### src/rtl/sprite_move_pkg.sv
// Shared types and helpers for the sprite step controller.
// Auto-repeat is selected by SPRITE_MOVE_AUTOREPEAT_EN in the files that import this package.
package sprite_move_pkg;

    typedef enum logic [1:0] {
        IDLE   = 2'd0,
        DELAY  = 2'd1,
        REPEAT = 2'd2
    } press_state_t;

    // Without auto-repeat the second state simply means "button is down".
    localparam press_state_t HELD = DELAY;

    function automatic int cnt_width(input int n);
        return $clog2(n + 1);
    endfunction

endpackage

### src/rtl/sprite_move_ctrl_btn_debounce.sv
// One button channel front end: 2-FF synchroniser, polarity normalisation to
// pressed=1, and a stable-time debounce counter producing a clean pressed level.
module btn_debounce
    import sprite_move_pkg::*;
#(
    parameter int DEBOUNCE_CYCLES = 250000,
    parameter bit BTN_ACTIVE_LOW  = 1'b1
) (
    input  logic clk,
    input  logic rst,
    input  logic raw,
    output logic level
);

    localparam int             CW     = cnt_width(DEBOUNCE_CYCLES);
    localparam logic [CW-1:0]  CNT_TC = CW'(DEBOUNCE_CYCLES - 1);

    logic          sync_1;
    logic          sync_2;
    logic          pressed;
    logic [CW-1:0] cnt;

    assign pressed = sync_2 ^ BTN_ACTIVE_LOW;

    // The synchroniser resets to the released raw level so a held button is re-debounced.
    always_ff @(posedge clk) begin
        if (rst) begin
            sync_1 <= BTN_ACTIVE_LOW;
            sync_2 <= BTN_ACTIVE_LOW;
            cnt    <= '0;
            level  <= 1'b0;
        end else begin
            sync_1 <= raw;
            sync_2 <= sync_1;
            if (pressed == level) begin
                cnt <= '0;
            end else if (cnt == CNT_TC) begin
                level <= pressed;
                cnt   <= '0;
            end else begin
                cnt <= cnt + 1'b1;
            end
        end
    end

endmodule

### src/rtl/sprite_move_ctrl.sv
// Turns the raw X/Y push buttons into one-cycle step strobes for sprite_position.
// Define SPRITE_MOVE_AUTOREPEAT_EN to get delayed auto-repeat while a button is held.
module sprite_move_ctrl
    import sprite_move_pkg::*;
#(
    parameter int DEBOUNCE_CYCLES = 250000,
    parameter int REPEAT_DELAY    = 25000000,
    parameter int REPEAT_RATE     = 5000000,
    parameter bit BTN_ACTIVE_LOW  = 1'b1
) (
    input  logic clk,
    input  logic rst,
    input  logic btn_x,
    input  logic btn_y,
    output logic x_increment,
    output logic y_increment,
    output logic x_held,
    output logic y_held
);

    if (DEBOUNCE_CYCLES < 1 || REPEAT_DELAY < 1 || REPEAT_RATE < 1) begin : g_param_check
        $error("sprite_move_ctrl: DEBOUNCE_CYCLES, REPEAT_DELAY and REPEAT_RATE must be >= 1");
    end

    logic [1:0] btn_raw;
    logic [1:0] level;
    logic [1:0] strobe;

    assign btn_raw = {btn_y, btn_x};

    for (genvar ch = 0; ch < 2; ch++) begin : g_ch
        press_state_t state;
        logic         strobe_r;

        btn_debounce #(
            .DEBOUNCE_CYCLES (DEBOUNCE_CYCLES),
            .BTN_ACTIVE_LOW  (BTN_ACTIVE_LOW)
        ) u_debounce (
            .clk   (clk),
            .rst   (rst),
            .raw   (btn_raw[ch]),
            .level (level[ch])
        );

`ifdef SPRITE_MOVE_AUTOREPEAT_EN
        localparam int RMAX = (REPEAT_DELAY > REPEAT_RATE) ? REPEAT_DELAY : REPEAT_RATE;
        localparam int RW   = cnt_width(RMAX);
        localparam logic [RW-1:0] DELAY_TC = RW'(REPEAT_DELAY - 1);
        localparam logic [RW-1:0] RATE_TC  = RW'(REPEAT_RATE - 1);

        logic [RW-1:0] rcnt;

        // Release wins over a terminal count landing on the same cycle.
        always_ff @(posedge clk) begin
            if (rst) begin
                state    <= IDLE;
                rcnt     <= '0;
                strobe_r <= 1'b0;
            end else begin
                strobe_r <= 1'b0;
                if (!level[ch]) begin
                    state <= IDLE;
                    rcnt  <= '0;
                end else begin
                    case (state)
                        IDLE: begin
                            state    <= DELAY;
                            strobe_r <= 1'b1;
                            rcnt     <= '0;
                        end
                        DELAY: begin
                            if (rcnt == DELAY_TC) begin
                                state    <= REPEAT;
                                strobe_r <= 1'b1;
                                rcnt     <= '0;
                            end else begin
                                rcnt <= rcnt + 1'b1;
                            end
                        end
                        REPEAT: begin
                            if (rcnt == RATE_TC) begin
                                strobe_r <= 1'b1;
                                rcnt     <= '0;
                            end else begin
                                rcnt <= rcnt + 1'b1;
                            end
                        end
                        default: begin
                            state <= IDLE;
                            rcnt  <= '0;
                        end
                    endcase
                end
            end
        end
`else
        always_ff @(posedge clk) begin
            if (rst) begin
                state    <= IDLE;
                strobe_r <= 1'b0;
            end else begin
                strobe_r <= 1'b0;
                if (!level[ch]) begin
                    state <= IDLE;
                end else begin
                    case (state)
                        IDLE: begin
                            state    <= HELD;
                            strobe_r <= 1'b1;
                        end
                        HELD: state <= HELD;
                        default: state <= HELD;
                    endcase
                end
            end
        end
`endif

        assign strobe[ch] = strobe_r;
    end

    assign x_increment = strobe[0];
    assign y_increment = strobe[1];
    assign x_held      = level[0];
    assign y_held      = level[1];

endmodule

### config.mk
export PLATFORM = sky130hd
export DESIGN_NAME = sprite_move_ctrl
export DESIGN_NICKNAME = d
export VERILOG_FILES = /design/src/rtl/sprite_move_pkg.sv /design/src/rtl/sprite_move_ctrl_btn_debounce.sv /design/src/rtl/sprite_move_ctrl.sv
export SDC_FILE = /design/constraint.sdc
export NUM_CORES = 1
export LEC_CHECK = 0
export ABC_AREA = 1
export BUFFER_PORTS_ARGS = -buffer_cell sky130_fd_sc_hd__clkbuf_2
export CAP_MARGIN = 20
export CORE_MARGIN = 2
export CORE_UTILIZATION = 45
export CTS_CLUSTER_DIAMETER = 120
export DETAILED_ROUTE_END_ITERATION = 16
export PLACE_DENSITY = 0.58
export SLEW_MARGIN = 20
export SYNTH_ARGS = -nofsm -noshare
export SYNTH_HDL_FRONTEND = slang
export SYNTH_HIERARCHICAL = 1
export SYNTH_SLANG_ARGS = --single-unit
### constraint.sdc
create_clock -name clk -period 1.8 [get_ports clk]
set_input_delay 0.36 -clock clk [delete_from_list [all_inputs] [get_ports clk]]
set_output_delay 0.36 -clock clk [all_outputs]
set_load 0.02 [all_outputs]
==> impl_results.md <==
* Outcome: completed
* Clk_lat worst skew at 0.30 ns
* CTS Hold Buffers Added at 0
* Worst VDD drop at 0.333 mV
* Vias in the first global route at 1565
* YS warnings at 6
* FP Rows at 25
* Clock Sinks at 46
* Ys async rst share at 0%
* Critical path type: flop to flop
* ANT nets after route at 0
* First-pass GRT wire length at 6640 um
* Ports at 8
* Final cell count without fillers at 385
* TritonCTS clock tree: yes
* Skew final at 0.00979 ns
* Tot Pwr at 1.75 mW
* Cell Pwr Density at 724 nW/um^2
* Post-CTS setup buffer count at 0
* Max-slew violations at 0
* Area Overhead vs Synth at 9.11%
* Largest net degree at the start of global routing at 19
* RSZ-0062 raised after global routing: false
* CP arrival at 1.66 ns
* Total track usage at 15.7%
* Fillers at 473
* # DRC at 0
* CP Max Fanout at 18
* Most used DFF post-synth: dfxtp_1
* Share of cells above drive strength 1 at 13.8%
* WHS Path Cells at 2
* Avg Inst Size Synth at 7.25 um^2
* Vias per inst at 4.45
* Detailed placer's ending HPWL at 2790 um
* Startpoint types: flop
* Post-synthesis sequential area ratio at 41.7%
* Port Buffers at 7
* Setup violations, final at 0
* Clock Path Buffers at 2
* Die Width at 74.1 um
* Post-synth EDFFs at 0
* Vias at 1713
* Setup TNS at 0 ns
* Starting Density at 46.8%
* Gpl congestion at 0.823
* Netlist Area Pre-Place at 2210 um^2
* Min Tclk post-route at 1.48 ns
* Drt wl/cell at 9.69 um
* Tightest Pin Transition at 0.248 ns
* WHS at 0.233 ns
* Min-Delay Path Class: input pin to flop
* H-tree Lvls at 2
* Setup crit end kind: flop
* Max-cap violations at 0
* ANT cells at 0
* Pre-CTS WS at 0.328 ns
* Clock transition at the registers of the reported paths at 0.09 ns
* Synthesis-stage register bit count at 46
* Post-cts resize count at 0
* GRT overflow at 0
* Gate Count Post-Synth at 305
* Reg2reg path depth at 6
* Nets@finish at 323
* Num CTS Buffers at 5
* Static leakage at 0.840 nW
* TritonRoute pass-1 iters at 4
* Core area at 4720 um^2
* Worst slew margin at 83.4%
* Mapped Nets at 311
* Die footprint at 5490 um^2
* Antenna violations before repair at 0
* Drt first-iter violations at 46
* Final Hold Violating Endpoints at 0
* Final worst path period share at 82.0%
* Synth cell types at 25
* CTS root buffer: clkbuf_8
* Final WS setup at 0.324 ns
* Routed Wire Length at 3730 um
* Die Y at 74.1 um
* Placed insts at 377
* Peak Freq at 677 MHz
* Required @ worst endpoint at 1.98 ns
-- state kept, by name (all words and copies together) (netlist names) --
register / flops
g_ch.u_debounce/sync_1: 2
g_ch.u_debounce/level: 2
g_ch.u_debounce/sync_2: 2
y_increment: 1
g_ch.state: 2
g_ch.u_debounce/cnt: 36
x_increment: 1
-- placed cells by master, fill, tap and decap left out, types with 6 or more instances in the layout --
| master | synthesis | final |
|---|---|---|
| a21oi_1 | 14 | 14 |
| nand2_1 | 70 | 70 |
| dfxtp_1 | 46 | 46 |
| nand3_1 | 8 | 8 |
| nand2_2 | 6 | 6 |
| nor2_1 | 64 | 64 |
| clkbuf_8 | 0 | 7 |
| inv_1 | 34 | 34 |
| xor2_1 | 12 | 12 |
| clkbuf_2 | 0 | 7 |
| o21ai_0 | 6 | 6 |
| or2_0 | 6 | 6 |
-- kinds of logic after synthesis --
kind of cell | share of synthesized area, %
buffers and inverters | 6.96
flip-flops | 41.7
XOR/XNOR | 5.55
AO/OA/AOI/OAI | 4.98
adder cells (fa/ha/maj) | 1.13
AND/OR/NAND/NOR | 39.7
-- critical path: stages (launching register included) --
cell and delay, ns:
dfxtp_1 0.41, ha_1 0.27, nand3_4 0.13, nor2_2 0.14, nand3_2 0.12, nand2_4 0.21
nor2_1 0.08
-- metal layers --
layer | vias to the layer above | GRT usage, % | part of all wire (%)
met2 | 13 | 26.6 | 47
met1 | 733 | 18.8 | 48
li1 | 960 | - | -
met5 | - | 0 | 0
met3 | 7 | 4.07 | 2.6
met4 | 0 | 6.67 | 1.9
-- final cells by class --
class	count	area [um^2]	area share, %
Clock buffer	7	96.3	3.99
Clock inverter	1	8.76	0.363
Sequential cell	46	921	38.2
Inverter	35	131	5.45
Tap cell	67	83.8	3.48
Timing Repair Buffer	7	35.0	1.45
Multi-Input combinational cell	222	1140	47.1
-- stage by stage --
step                      area, um^2  util (%)
after floorplan                 2210         -
after global placement          2310      48.8
after detailed placement        2310      48.8
after CTS                       2410      51.1
after global routing            2410      51.1
final                           2410      51.1
-- worst paths after layout --
check                                                   to                 startpoint  slack, ns
worst max-delay path            g_ch[1].u_debounce/cnt[13]  g_ch[1].u_debounce/cnt[0]       0.32
worst min-delay path             g_ch[1].u_debounce/sync_1                      btn_y       0.23
worst max register to register  g_ch[1].u_debounce/cnt[13]  g_ch[1].u_debounce/cnt[0]       0.32
worst min register to register                 y_increment           g_ch[1].state[0]       0.40
-- cells in the mapped netlist, types with 4 or more instances --
cell type | number | area share (%)
nor2_4 | 4 | 2.0
nand4_1 | 4 | 1.1
o21ai_0 | 6 | 1.4
dfxtp_1 | 46 | 42
or2_2 | 4 | 1.1
nand3_1 | 8 | 1.8
nand2_1 | 70 | 12
nor2_1 | 64 | 11
nand3_2 | 4 | 1.8
or2_0 | 6 | 1.7
nor2_2 | 4 | 1.1
nand2_2 | 6 | 1.7
a21oi_1 | 14 | 3.2
inv_1 | 34 | 5.8
xor2_1 | 12 | 4.8
-- power by group --
part	leakage (nW)	internal (mW)	switching, mW
clock	0.0544	0.352	0.347
sequential	0.371	1.02	0.00252
combinational	0.414	0.00816	0.0147
Power figures use the tool's default switching activity.
